<file path="src/rtl/opfetch_pkg.sv">
// opfetch_pkg: shared defaults for the operand-fetch stage.
//   DATA_W_DEF  - operand / writeback data width
//   IDX_W_DEF   - register index width
//   SB_ENTRIES  - scoreboard depth for the default index width
package opfetch_pkg;

   localparam int unsigned DATA_W_DEF = 16;
   localparam int unsigned IDX_W_DEF  = 5;
   localparam int unsigned SB_ENTRIES = 2 ** IDX_W_DEF;

endpackage : opfetch_pkg

</file>
<file path="src/rtl/opfetch_scoreboard.sv">
// opfetch_scoreboard: one busy bit per architectural register.
//   clk, reset          - clock, async active-low reset (clears all bits)
//   set_en_i/set_idx_i  - mark a register as having a pending write
//   clr_en_i/clr_idx_i  - writeback retires the pending write
//   rs_a_i/rs_b_i/rd_i  - lookup indices
//   busy_*_c_o          - combinational busy lookups
module opfetch_scoreboard
   import opfetch_pkg::*;
#(
   parameter int unsigned IDX_W = IDX_W_DEF
) (
   input  logic             clk,
   input  logic             reset,
   input  logic             set_en_i,
   input  logic [IDX_W-1:0] set_idx_i,
   input  logic             clr_en_i,
   input  logic [IDX_W-1:0] clr_idx_i,
   input  logic [IDX_W-1:0] rs_a_i,
   input  logic [IDX_W-1:0] rs_b_i,
   input  logic [IDX_W-1:0] rd_i,
   output logic             busy_a_c_o,
   output logic             busy_b_c_o,
   output logic             busy_rd_c_o
);

   localparam int unsigned ENTRIES = 2 ** IDX_W;

   logic [ENTRIES-1:0] busy_q;
   logic [ENTRIES-1:0] busy_d;

   // Clear applied before set so a same-cycle collision leaves the bit set.
   always_comb begin
      busy_d = busy_q;
      if (clr_en_i) busy_d[clr_idx_i] = 1'b0;
      if (set_en_i) busy_d[set_idx_i] = 1'b1;
   end

   always_ff @(posedge clk or negedge reset) begin
      if (!reset) busy_q <= '0;
      else        busy_q <= busy_d;
   end

   assign busy_a_c_o  = busy_q[rs_a_i];
   assign busy_b_c_o  = busy_q[rs_b_i];
   assign busy_rd_c_o = busy_q[rd_i];

endmodule : opfetch_scoreboard

</file>
<file path="src/rtl/operand_fetch.sv">
// operand_fetch: issues decoded instructions to execute with registered
// operands, reading the register file and stalling on RAW/WAW hazards.
//   clk, reset               - clock, async active-low reset
//   in_*                     - decoded instruction offer (in_ready comb.)
//   rf_r_en_*, rf_r_idx_*    - register file read port (comb.)
//   rf_r_data_*              - read data, valid one cycle after enable
//   wb_valid/wb_idx/wb_data  - writeback bus (also writes the register file)
//   out_*                    - registered operands to execute
// Optional feature: define OPFETCH_WB_BYPASS_EN to let a same-cycle
// writeback satisfy a busy source without a stall.
module operand_fetch
   import opfetch_pkg::*;
#(
   parameter int unsigned DATA_W = DATA_W_DEF,
   parameter int unsigned IDX_W  = IDX_W_DEF
) (
   input  logic              clk,
   input  logic              reset,
   input  logic              in_valid,
   output logic              in_ready,
   input  logic [IDX_W-1:0]  in_rs_a,
   input  logic [IDX_W-1:0]  in_rs_b,
   input  logic              in_use_a,
   input  logic              in_use_b,
   input  logic [IDX_W-1:0]  in_rd,
   input  logic              in_wr,
   output logic              rf_r_en_a,
   output logic              rf_r_en_b,
   output logic [IDX_W-1:0]  rf_r_idx_a,
   output logic [IDX_W-1:0]  rf_r_idx_b,
   input  logic [DATA_W-1:0] rf_r_data_a,
   input  logic [DATA_W-1:0] rf_r_data_b,
   input  logic              wb_valid,
   input  logic [IDX_W-1:0]  wb_idx,
   input  logic [DATA_W-1:0] wb_data,
   output logic              out_valid,
   input  logic              out_ready,
   output logic [DATA_W-1:0] out_op_a,
   output logic [DATA_W-1:0] out_op_b,
   output logic [IDX_W-1:0]  out_rd,
   output logic              out_wr
);

   logic busy_a, busy_b, busy_rd;
   logic src_a_ok, src_b_ok, hazard_ok;
   logic move, accept;

   // READ slot
   logic              rd_v_q, rd_fresh_q;
   logic              rd_use_a_q, rd_use_b_q;
   logic [IDX_W-1:0]  rd_rd_q;
   logic              rd_wr_q;
   logic [DATA_W-1:0] rd_hold_a_q, rd_hold_b_q;

   // OUT slot
   logic              out_v_q;
   logic [DATA_W-1:0] out_op_a_q, out_op_b_q;
   logic [IDX_W-1:0]  out_rd_q;
   logic              out_wr_q;

   logic [DATA_W-1:0] op_a_d, op_b_d;

   opfetch_scoreboard #(.IDX_W(IDX_W)) u_sb (
      .clk         (clk),
      .reset       (reset),
      .set_en_i    (accept & in_wr),
      .set_idx_i   (in_rd),
      .clr_en_i    (wb_valid),
      .clr_idx_i   (wb_idx),
      .rs_a_i      (in_rs_a),
      .rs_b_i      (in_rs_b),
      .rd_i        (in_rd),
      .busy_a_c_o  (busy_a),
      .busy_b_c_o  (busy_b),
      .busy_rd_c_o (busy_rd)
   );

`ifdef OPFETCH_WB_BYPASS_EN
   logic              byp_hit_a, byp_hit_b;
   logic              rd_byp_v_a_q, rd_byp_v_b_q;
   logic [DATA_W-1:0] rd_byp_a_q, rd_byp_b_q;

   assign byp_hit_a = wb_valid & (wb_idx == in_rs_a);
   assign byp_hit_b = wb_valid & (wb_idx == in_rs_b);
   assign src_a_ok  = ~in_use_a | ~busy_a | byp_hit_a;
   assign src_b_ok  = ~in_use_b | ~busy_b | byp_hit_b;

   // Same-cycle writeback: the register file returns the old value, so keep wb_data.
   always_ff @(posedge clk or negedge reset) begin
      if (!reset) begin
         rd_byp_v_a_q <= 1'b0;
         rd_byp_v_b_q <= 1'b0;
         rd_byp_a_q   <= '0;
         rd_byp_b_q   <= '0;
      end else if (accept) begin
         rd_byp_v_a_q <= in_use_a & byp_hit_a;
         rd_byp_v_b_q <= in_use_b & byp_hit_b;
         rd_byp_a_q   <= wb_data;
         rd_byp_b_q   <= wb_data;
      end
   end
`else
   logic unused_wb_data;

   assign unused_wb_data = ^wb_data;
   assign src_a_ok       = ~in_use_a | ~busy_a;
   assign src_b_ok       = ~in_use_b | ~busy_b;
`endif

   assign hazard_ok = src_a_ok & src_b_ok & ~(in_wr & busy_rd);
   assign move      = rd_v_q & (~out_v_q | out_ready);
   assign in_ready  = hazard_ok & (~rd_v_q | move);
   assign accept    = in_valid & in_ready;

   assign rf_r_en_a  = accept & in_use_a;
   assign rf_r_en_b  = accept & in_use_b;
   assign rf_r_idx_a = in_rs_a;
   assign rf_r_idx_b = in_rs_b;

   // Operand select: live read data on the first cycle, held copy after a stall.
   always_comb begin
      op_a_d = '0;
      op_b_d = '0;
      if (rd_use_a_q) op_a_d = rd_fresh_q ? rf_r_data_a : rd_hold_a_q;
      if (rd_use_b_q) op_b_d = rd_fresh_q ? rf_r_data_b : rd_hold_b_q;
`ifdef OPFETCH_WB_BYPASS_EN
      if (rd_byp_v_a_q) op_a_d = rd_byp_a_q;
      if (rd_byp_v_b_q) op_b_d = rd_byp_b_q;
`endif
   end

   // READ slot: read data is only guaranteed one cycle, so capture it if OUT is blocked.
   always_ff @(posedge clk or negedge reset) begin
      if (!reset) begin
         rd_v_q      <= 1'b0;
         rd_fresh_q  <= 1'b0;
         rd_use_a_q  <= 1'b0;
         rd_use_b_q  <= 1'b0;
         rd_rd_q     <= '0;
         rd_wr_q     <= 1'b0;
         rd_hold_a_q <= '0;
         rd_hold_b_q <= '0;
      end else begin
         if (accept) begin
            rd_v_q     <= 1'b1;
            rd_fresh_q <= 1'b1;
            rd_use_a_q <= in_use_a;
            rd_use_b_q <= in_use_b;
            rd_rd_q    <= in_rd;
            rd_wr_q    <= in_wr;
         end else if (move) begin
            rd_v_q <= 1'b0;
         end else if (rd_v_q && rd_fresh_q) begin
            rd_fresh_q  <= 1'b0;
            rd_hold_a_q <= rf_r_data_a;
            rd_hold_b_q <= rf_r_data_b;
         end
      end
   end

   // OUT slot
   always_ff @(posedge clk or negedge reset) begin
      if (!reset) begin
         out_v_q    <= 1'b0;
         out_op_a_q <= '0;
         out_op_b_q <= '0;
         out_rd_q   <= '0;
         out_wr_q   <= 1'b0;
      end else if (move) begin
         out_v_q    <= 1'b1;
         out_op_a_q <= op_a_d;
         out_op_b_q <= op_b_d;
         out_rd_q   <= rd_rd_q;
         out_wr_q   <= rd_wr_q;
      end else if (out_ready) begin
         out_v_q <= 1'b0;
      end
   end

   assign out_valid = out_v_q;
   assign out_op_a  = out_op_a_q;
   assign out_op_b  = out_op_b_q;
   assign out_rd    = out_rd_q;
   assign out_wr    = out_wr_q;

endmodule : operand_fetch

</file>
<file path="config.mk">
export PLATFORM = sky130hd
export DESIGN_NAME = operand_fetch
export DESIGN_NICKNAME = d
export VERILOG_FILES = /design/src/rtl/opfetch_pkg.sv /design/src/rtl/opfetch_scoreboard.sv /design/src/rtl/operand_fetch.sv
export SDC_FILE = /design/constraint.sdc
export NUM_CORES = 1
export LEC_CHECK = 0
export BUFFER_PORTS_ARGS = -buffer_cell sky130_fd_sc_hd__buf_2
export CAP_MARGIN = 20
export CELL_PAD_IN_SITES_DETAIL_PLACEMENT = 0
export CELL_PAD_IN_SITES_GLOBAL_PLACEMENT = 2
export CORE_UTILIZATION = 36
export DETAILED_ROUTE_END_ITERATION = 10
export PLACE_DENSITY_LB_ADDON = 0.1
export SLEW_MARGIN = 20
export SYNTH_ARGS = -nofsm -noshare
export SYNTH_HDL_FRONTEND = slang
export SYNTH_HIERARCHICAL = 1
export SYNTH_SLANG_ARGS = --single-unit
</file>
<file path="constraint.sdc">
create_clock -name clk -period 5.8 [get_ports clk]
set_input_delay 1.16 -clock clk [delete_from_list [all_inputs] [get_ports clk]]
set_output_delay 1.16 -clock clk [all_outputs]
set_load 0.02 [all_outputs]
</file>
==> run_results.csv, run 1 <==
group,metric,value,unit
place,place_ws,1.03,ns
worst_setup_path,endpoint_kind,"output pin",
hold_path,whs_endpoint,"out_rd[0]",
worst_setup_path,r2r_cells,10,
power,power_frac_seq,0.395,
timing,rsz0062_at_grt,"false",
place,place_area,6540,um^2
clocking,cts_resized,0,
power,power_density,443,nW/um^2
drt,drc,0,
timing,slew-limit-headroom,0.385,
worst_setup_path,cp_top_family,"compound AO/OA/AOI/OAI gates",
global_routing,grt_pass1_wl,25.7,mm
worst_setup_path,cp.arrival,3.63,ns
power,total_power,3.15,mW
floorplanning,fp.coreArea,16000,um^2
synth,ys.flop_type,"dfrtp_1",
final_layout,final_nets,723,
timing,finalClockSkew,0.00700,ns
synth,synth_area_leaders,"dfrtp_1 (48%), mux2_2 (15%), mux2i_1 (8.1%), o21ai_0 (8.1%), nand4_1 (3.4%)",
final_layout,area_delta_synth_final,19.9,%
final_layout,seq_area,2830,um^2
worst_setup_path,r2r_end,"u_sb/busy_q[8]",
clocking,numCtsBuffers,17,
synth,ys_seq_area_frac,0.476,
worst_setup_path,reg2reg_slack,2.59,ns
place,dpl.hpwl,11.0,mm
clocking,clkSlewWorstSetupHoldPaths,0.05,ns
hold_path,hp-class,"reg -> reg",
floorplanning,initial_core_util,0.371,
final_layout,stdcell_area,7120,um^2
worst_setup_path,crit_path_max_fanout,17,
synth,netlist_area,5940,um^2
timing,drv_slew,0,
hold_path,worstHoldPathCells,1,
worst_setup_path,crit_chain,"buf_2, mux2i_1, a22oi_1, nand4b_1, a21oi_1, a311o_1, a222oi_1, and2_2, and3_2, buf_2",
clocking,ctsRootBufferMaster,"clkbuf_16",
power,power_frac_comb,0.275,
worst_setup_path,path_class,"in -> out",
worst_setup_path,slowest_delay,0.52,ns
clocking,hold_buffers,0,
power,leakage,3.28,nW
floorplanning,die-width,130,um
synth,ys_ff_latch,113,
worst_setup_path,required,4.64,ns
synth,synthArstFlopShare,1.00,
timing,tns,0,ns
clocking,h-tree-depth,4,
timing,fin_ws,1.01,ns
synth,ys.warnings.count,6,
place,routabilityCongestion,0.786,
worst_setup_path,crit_path_frequent_cell,"buf_2",
synth,synth_top_area_frac,0.476,
timing,hold_viol,0,
synth,synth_cell_types,33,
timing,fmax,209,MHz
final_layout,multi_input_area,2710,um^2
drt,firstDrtPassIters,5,
timing,min_period,4.79,ns
drt,wirelength,16.3,mm
place,port_buffers,111,
global_routing,grt_max_degree,67,
timing,finalSetupViolations,0,
synth,synth_area_leader_cell,"dfrtp_1",
global_routing,overflow,0,
global_routing,grt_usage,0.204,
synth,syn-instance-count,552,
power,p_clk_frac,0.330,
hold_path,hold_start,"out_rd[0]",
drt,drt_iter0_markers,220,
synth,synth_fp_nets,628,
clocking,post_cts_buffers,0,
worst_setup_path,startpoint_type,"input port",
place,dp_cells,844,
power,internal-power,2.14,mW
final_layout,layout.cells.non_filler,876,
drt,avgViaCountPerCell,5.37,
power,vdd_drop_max,187,uV
clocking,clkLatencyLatePin,0.42,ns
worst_setup_path,startpoint,"in_rs_a[1]",
synth,synth_edf_count,0,
floorplanning,num_io_pins,128,
clocking,cts_tree,"yes",
floorplanning,core.rowCount,46,
timing,worst_pin_slew,0.918,ns
worst_setup_path,r2r_start,"u_sb/busy_q[19]",
worst_setup_path,cp_slowest_cell,"a222oi_1",
global_routing,grt_pass1_vias,4753,
drt,vias,4703,
synth,yosysMostFrequentCell,"dfrtp_1",
clocking,clock_path_buffers,2,
drt,wl_per_cell,18.6,um
final_layout,fin_util,0.445,
power,p_sw_frac,0.323,
global_routing,antenna_found_initial,0,
floorplanning,die_h,130,um
final_layout,drive_gt1_frac,0.350,
synth,synth_common_cells,"dfrtp_1 (113), o21ai_0 (96), mux2_2 (78)",
worst_setup_path,path_buf_inv,2,
outcome,status,"complete, no violations",
final_layout,diodes,0,
flow_run,maxCapViolCount,0,
timing,whs,0.499,ns
synth,synth_area_per_cell,10.8,um^2
timing,period_share,0.825,
drt,final_antenna_net_count,0,
floorplanning,die_area,17000,um^2
power,power_switching,1.02,mW
final_layout,n_fill_cell,1595,
clocking,cts_sinks,113,
[cell type report]
class,count,area share
clock buffer,21,0.0632
clock inverter,11,0.0193
multi-input combinational,365,0.381
tap,216,0.0379
inverter,33,0.0174
timing repair buffer,117,0.0847
sequential,113,0.397
[how the worst max path moves through the flow]
| stage | end | depth (start not counted) |
|---|---|---|
| 2_1_floorplan | rf_r_en_b | 10 |
| 3_3_place_gp | rf_r_en_a | 10 |
| 3_5_place_dp | rf_r_en_a | 10 |
| 4_1_cts | rf_r_en_a | 10 |
| 5_1_grt | rf_r_en_b | 10 |
| 6_report | rf_r_en_a | 10 |
[worst reg2reg max path, delay by kind of cell, from the launching register on]
kind	cells	cell delay (ns)
flops	1	0.41
mux	1	0.16
simple gates	4	1.24
compound gates	5	1.32
[power groups by stage]
stage,clock [mW],combinational (mW),sequential (mW)
4_1_cts,1.06,0.879,1.25
2_1_floorplan,0,0.498,1.33
6_report,1.04,0.866,1.25
3_5_place_dp,0,0.875,1.26
5_1_grt,1.10,0.960,1.29
3_3_place_gp,0,0.857,1.25
[per-layer routing]
layer | share of wire | GRT usage
met1 | 0.45 | 0.271
met3 | 0.062 | 0.0529
met2 | 0.48 | 0.329
met5 | 0 | 0
met4 | 0.012 | 0.0629
[cell usage in the layout (no fill, tap or decap), drive strengths merged]
cell	instances
inv	33
mux2i	48
buf	117
clkbuf	21
o21ai	96
a222oi	1
and2b	3
mux2	78
and2	5
bufinv	3
nand4	32
a21boi	1
a22oi	12
and3	3
dfrtp	113
nand2	24
nand3b	11
nand4b	4
clkinv	8
a21oi	9
nand3	11
or3b	4
or3	2
a311o	3
nor2b	3
nor2	7
nand2b	5
a211oi	3
[cell families after synthesis]
group,synth area share
muxes,0.229
AOI/OAI and AO/OA,0.115
and+or+nand+nor,0.112
DFF,0.476
buffers and inverters,0.0674
[state kept, by name, indices dropped and copies added (netlist names), 5 cells and up]
register	cells
u_sb/busy_q	32
rd_rd_q	5
rd_hold_a_q	16
out_op_b	16
out_op_a	16
out_rd	5
rd_hold_b_q	16
Note: power is estimated with default switching activity, not from simulation.
==> run 2, diff against run 1 <==
Settings changed: CORE_UTILIZATION 36 to 31.
Clock period 5.8 ns to 3.9 ns, I/O delays scaled along.
==> run 2 against run 1 <==
First-iteration DRC count increased by 4.1%. Sequential power increased by 49%. Critical path type unchanged. Sequential share of layout area decreased by 1.1 points. Largest power group unchanged. Flip-flop and latch count unchanged. Non-clock buffer count increased by 11. Via count decreased by 0.79%. Critical endpoint unchanged. Clock skew decreased by 0.00059 ns. Utilization decreased by 5.5 points.
==> run_results.csv, run 2 (same netlist as run 1, synthesis figures left out) <==
group,metric,value,unit
outcome,status,"complete, no violations",
global_routing,antenna_found_initial,0,
drt,wl_met3,854,um
timing,hold_viol,0,
final_layout,seq_area,2830,um^2
worst_setup_path,cp.arrival,2.93,ns
worst_setup_path,reg2reg_slack,0.88,ns
timing,min_period,3.71,ns
final_layout,layout_commonest_cell,"dfrtp_1",
hold_path,hp-class,"in -> async",
clocking,h-tree-depth,4,
final_layout,diodes,0,
place,place_ws,0.109,ns
clocking,post_cts_buffers,0,
timing,period_share,0.951,
power,vdd_drop_max,267,uV
timing,rsz0062_at_grt,"false",
drt,final_antenna_net_count,0,
worst_setup_path,endpoint_kind,"output pin",
global_routing,grt_pass1_wl,27.5,mm
power,total_power,4.83,mW
drt,wl_met2,8.17,mm
final_layout,area_delta_synth_final,23.2,%
clocking,numCtsBuffers,17,
clocking,cts_sinks,113,
global_routing,grt_usage,0.186,
drt,vias,4666,
floorplanning,num_io_pins,128,
worst_setup_path,r2r_start,"u_sb/busy_q[19]",
timing,worst_pin_slew,0.667,ns
floorplanning,die_area,19700,um^2
drt,avgViaCountPerCell,5.16,
floorplanning,fp.coreArea,18800,um^2
power,leakage,3.35,nW
final_layout,stdcell_area,7320,um^2
timing,tns,0,ns
drt,dr.max_layer_used,"met4",
power,power_density,660,nW/um^2
clocking,ctsRootBufferMaster,"clkbuf_16",
worst_setup_path,path_class,"in -> out",
timing,drv_slew,0,
final_layout,final_nets,734,
drt,drt-met1-wl,8.22,mm
timing,finalSetupViolations,0,
worst_setup_path,required,3.12,ns
place,routabilityCongestion,0.776,
worst_setup_path,r2r_end,"u_sb/busy_q[16]",
final_layout,n_fill_cell,1893,
final_layout,fin_util,0.390,
place,dp_cells,873,
drt,drt_iter0_markers,229,
final_layout,multi_input_area,2710,um^2
place,dpl.hpwl,11.9,mm
global_routing,overflow,0,
clocking,cts_tree,"yes",
clocking,clkLatencyLatePin,0.41,ns
clocking,clock_path_buffers,2,
final_layout,largest-register,"u_sb/busy_q",
timing,slew-limit-headroom,0.556,
timing,fmax,270,MHz
worst_setup_path,crit_path_max_fanout,10,
drt,wl_per_cell,19.3,um
floorplanning,die-width,140,um
final_layout,drive_gt1_frac,0.365,
drt,firstDrtPassIters,4,
place,place_area,6680,um^2
place,port_buffers,111,
final_layout,final_cell_mix,"dfrtp_1 (113), buf_2 (108), o21ai_0 (96), mux2_2 (78), mux2i_1 (48)",
floorplanning,initial_core_util,0.316,
floorplanning,core.rowCount,50,
timing,fin_ws,0.192,ns
floorplanning,die_h,140,um
timing,finalClockSkew,0.00642,ns
global_routing,grt_pass1_vias,4919,
worst_setup_path,startpoint_type,"input port",
drt,wirelength,17.4,mm
flow_run,maxCapViolCount,0,
global_routing,grt_max_degree,49,
clocking,clkSlewWorstSetupHoldPaths,0.06,ns
timing,whs,0.373,ns
drt,drc,0,
final_layout,largest_reg_flops,32,
final_layout,layout.cells.non_filler,905,
worst_setup_path,r2r_cells,10,
run 2: how the worst max path moves through the flow:
stage | to | cells past startpoint | slack [ns] | from
3_5_place_dp | u_sb/busy_q[16] | 11 | 0.11 | in_rd[1]
6_report | rf_r_en_a | 11 | 0.19 | in_rs_a[1]
3_3_place_gp | u_sb/busy_q[16] | 11 | 0.14 | in_rd[1]
2_1_floorplan | rf_r_en_b | 10 | 0.45 | in_rs_a[1]
4_1_cts | rf_r_en_a | 10 | 0.11 | in_rd[1]
5_1_grt | rf_r_en_a | 11 | 0.003 | in_rs_a[1]
run 2: power breakdown:
| group | internal [mW] | switching [mW] |
|---|---|---|
| sequential | 1.58 | 0.276 |
| clock | 1.07 | 0.583 |
| combinational | 0.591 | 0.725 |
| total | 3.25 | 1.58 |
run 2: cell type report:
cell class / instances / share of cell area
inverters: 33 / 0.0169
well taps: 234 / 0.0400
repair buffers: 128 / 0.0995
multi-input cells: 365 / 0.370
flip-flops and latches: 113 / 0.386
clock buffers: 17 / 0.0581
clock inverters: 15 / 0.0286
run 2: repair_timing:
| action | 4_1_cts | 5_1_grt |
|---|---|---|
| endpoints found under the setup margin | 0 | 2 |
| hold buffers | 0 | 0 |
| resized for setup | 0 | 2 |
| endpoints found under the hold margin | 0 | 0 |
run 2: worst max-delay path, stage by stage:
cell      delay [ns]
buf_2           0.23
buf_12          0.18
mux2i_1         0.21
a22oi_1         0.09
nand3_1         0.09
nand2_1         0.05
a311o_1         0.33
a222oi_1        0.38
and2_2          0.25
and3_2          0.17
buf_2           0.15
run 2: layer usage:
layer	global-route usage	up-vias
li1	-	2220
met1	0.242	2320
met2	0.299	111
met3	0.0489	15
met4	0.0602	0
met5	0	-
==> run 3, diff against run 2 <==
--- a/config.mk
+++ b/config.mk
@@ -14,2 +14,3 @@
 export PLACE_DENSITY_LB_ADDON = 0.1
+export SETUP_SLACK_MARGIN = 0.4
 export SLEW_MARGIN = 20
==> constraint.sdc (replaced) <==
create_clock -name clk -period 3.9 [get_ports clk]
set_input_delay 0.195 -clock clk [delete_from_list [all_inputs] [get_ports clk]]
set_output_delay 0.195 -clock clk [all_outputs]
set_load 0.02 [all_outputs]
==> run 3 against run 2 <==
Sequential share of layout area up 0.62 points. Via count fell by 0.39%. Critical endpoint is now u_sb/busy_q[4]. Highest routed layer unchanged. Flip-flop and latch count unchanged. Largest power group unchanged. Non-clock buffer count down 9. Critical path depth shrank 1. Clock-buffer cell count grew 4. Final cell count is 0.77% lower. Power fell by 1.1%. Clock skew rose by 0.00070 ns. Sequential power barely moved. Register-to-register slack worse by 0.17 ns. First-iteration DRC count increased by 42%.
==> run_results.csv, run 3 (same netlist as run 1, synthesis figures left out) <==
group,metric,value,unit
global_routing,grt_pass1_vias,4821,
flow_run,maxCapViolCount,0,
floorplanning,core.rowCount,50,
clocking,numCtsBuffers,17,
final_layout,largest_reg_flops,32,
timing,hold_viol,0,
power,internal-power,3.26,mW
place,port_buffers,111,
worst_setup_path,cp.arrival,3.50,ns
floorplanning,die_h,140,um
hold_path,hold_start,"rf_r_data_a[2]",
timing,finalClockSkew,0.00712,ns
power,vdd_drop_max,301,uV
timing,slew-limit-headroom,0.371,
floorplanning,fp.coreArea,18800,um^2
final_layout,final_nets,725,
drt,vias,4648,
outcome,status,"complete, no violations",
timing,fin_ws,0.711,ns
power,power_frac_comb,0.269,
timing,worst_pin_slew,0.944,ns
power,total_power,4.78,mW
hold_path,worstHoldPathCells,2,
clocking,h-tree-depth,4,
global_routing,grt_max_degree,68,
hold_path,whs_endpoint,"rd_hold_a_q[2]",
timing,period_share,0.818,
worst_setup_path,startpoint_type,"flop",
worst_setup_path,r2r_cells,10,
power,leakage,3.29,nW
timing,fmax,314,MHz
drt,drt_iter0_markers,325,
power,power_switching,1.52,mW
global_routing,grt_usage,0.182,
drt,wl_per_cell,19.1,um
drt,wirelength,17.1,mm
place,dp_cells,863,
worst_setup_path,crit_path_max_fanout,8,
worst_setup_path,r2r_end,"u_sb/busy_q[4]",
global_routing,antenna_found_initial,0,
clocking,ctsRootBufferMaster,"clkbuf_16",
floorplanning,die_area,19700,um^2
timing,finalSetupViolations,0,
final_layout,largest-register,"u_sb/busy_q",
timing,tns,0,ns
power,p_clk_frac,0.340,
drt,drc,0,
worst_setup_path,reg2reg_slack,0.71,ns
worst_setup_path,slowest_delay,0.60,ns
final_layout,area_delta_synth_final,21.3,%
final_layout,drive_gt1_frac,0.352,
clocking,clkSlewWorstSetupHoldPaths,0.06,ns
place,dpl.hpwl,11.6,mm
clocking,clock_path_buffers,2,
timing,min_period,3.19,ns
drt,final_antenna_net_count,0,
final_layout,layout.cells.non_filler,898,
worst_setup_path,endpoint_kind,"flop",
worst_setup_path,cp_slowest_cell,"or3b_2",
worst_setup_path,crit_chain,"mux2i_1, a22oi_1, nand4b_1, a21oi_1, a311o_1, a222oi_1, and2_2, and3_1, or3b_2, o21ai_0",
place,place_ws,0.444,ns
drt,avgViaCountPerCell,5.18,
timing,rsz0062_at_grt,"false",
power,p_sw_frac,0.318,
timing,drv_slew,0,
global_routing,overflow,0,
place,routabilityCongestion,0.782,
floorplanning,num_io_pins,128,
power,power_frac_seq,0.391,
worst_setup_path,r2r_start,"u_sb/busy_q[23]",
floorplanning,die-width,140,um
clocking,cts_tree,"yes",
clocking,cts_sinks,113,
final_layout,final_cell_mix,"dfrtp_1 (113), buf_2 (110), o21ai_0 (96), mux2_2 (78), mux2i_1 (48)",
final_layout,layout_commonest_cell,"dfrtp_1",
drt,firstDrtPassIters,4,
floorplanning,initial_core_util,0.316,
worst_setup_path,startpoint,"u_sb/busy_q[23]",
clocking,clkLatencyLatePin,0.41,ns
worst_setup_path,required,4.21,ns
place,place_area,6570,um^2
global_routing,grt_pass1_wl,27.1,mm
power,power_density,664,nW/um^2
hold_path,hp-class,"in -> reg",
worst_setup_path,path_class,"reg -> reg",
final_layout,stdcell_area,7200,um^2
-- run 3: changes by cell type in the layout (fill, tap and decap cells not counted), sizes merged, moves of 2 or more --
cell,delta
buf,-8
diode,+2
clkbuf,+2
inv,-2
-- run 3: cell type report --
class,count,area (um^2)
Timing Repair Buffer,119,621
Tap cell,234,293
Sequential cell,113,2830
Fill cell,1885,11600
Multi-Input combinational cell,365,2710
Inverter,33,124
Antenna cell,2,5.00
Clock buffer,21,460
Clock inverter,11,160
-- run 3: how the worst max path moves through the flow --
stage | endpoint | slack (ns) | depth (start not counted)
floorplan | u_sb/busy_q[16] | 1.07 | 13
global placement | u_sb/busy_q[16] | 0.51 | 11
detailed placement | u_sb/busy_q[8] | 0.44 | 11
CTS | u_sb/busy_q[20] | 0.76 | 10
global route | u_sb/busy_q[24] | 0.52 | 10
finish | u_sb/busy_q[4] | 0.71 | 10
-- run 3: timing repair --
item / in CTS / in global routing
hold endpoints to repair: 65 / 0
hold buffers: 1 / 0
endpoints found under the setup margin: 0 / 0
buffers inserted: 0 / 0
resized for setup: 0 / 0
-- run 3: routing by layer --
layer,up-vias,track usage,share of wire
met2,108,0.292,0.47
met3,7,0.0499,0.055
met1,2338,0.240,0.47
li1,2195,-,-
met4,0,0.0544,0.0075
met5,-,0,0
-- run 3: power groups by stage --
stage          Combinational, mW  Clock, mW  Sequential (mW)
2_1_floorplan              0.740          0             1.98
3_3_place_gp                1.28          0             1.87
3_5_place_dp                1.31          0             1.88
4_1_cts                     1.31       1.67             1.87
5_1_grt                     1.42       1.72             1.93
6_report                    1.29       1.62             1.87
-- run 3: metrics by stage --
| step | utilization | hold slack [ns] |
|---|---|---|
| final | 0.384 | 0.0314 |
| after global routing | 0.383 | 0.0105 |
| after CTS | 0.383 | 0.00705 |
| after detailed placement | 0.350 | 0.379 |
| after global placement | 0.350 | 0.365 |
| after floorplan | - | -0.101 |
-- run 3: worst max-delay path, delay by kind of cell, from the launching register on --
family          cells  cell delay [ns]
compound gates      5             1.27
mux                 1             0.17
flops               1             0.42
simple gates        4             1.24
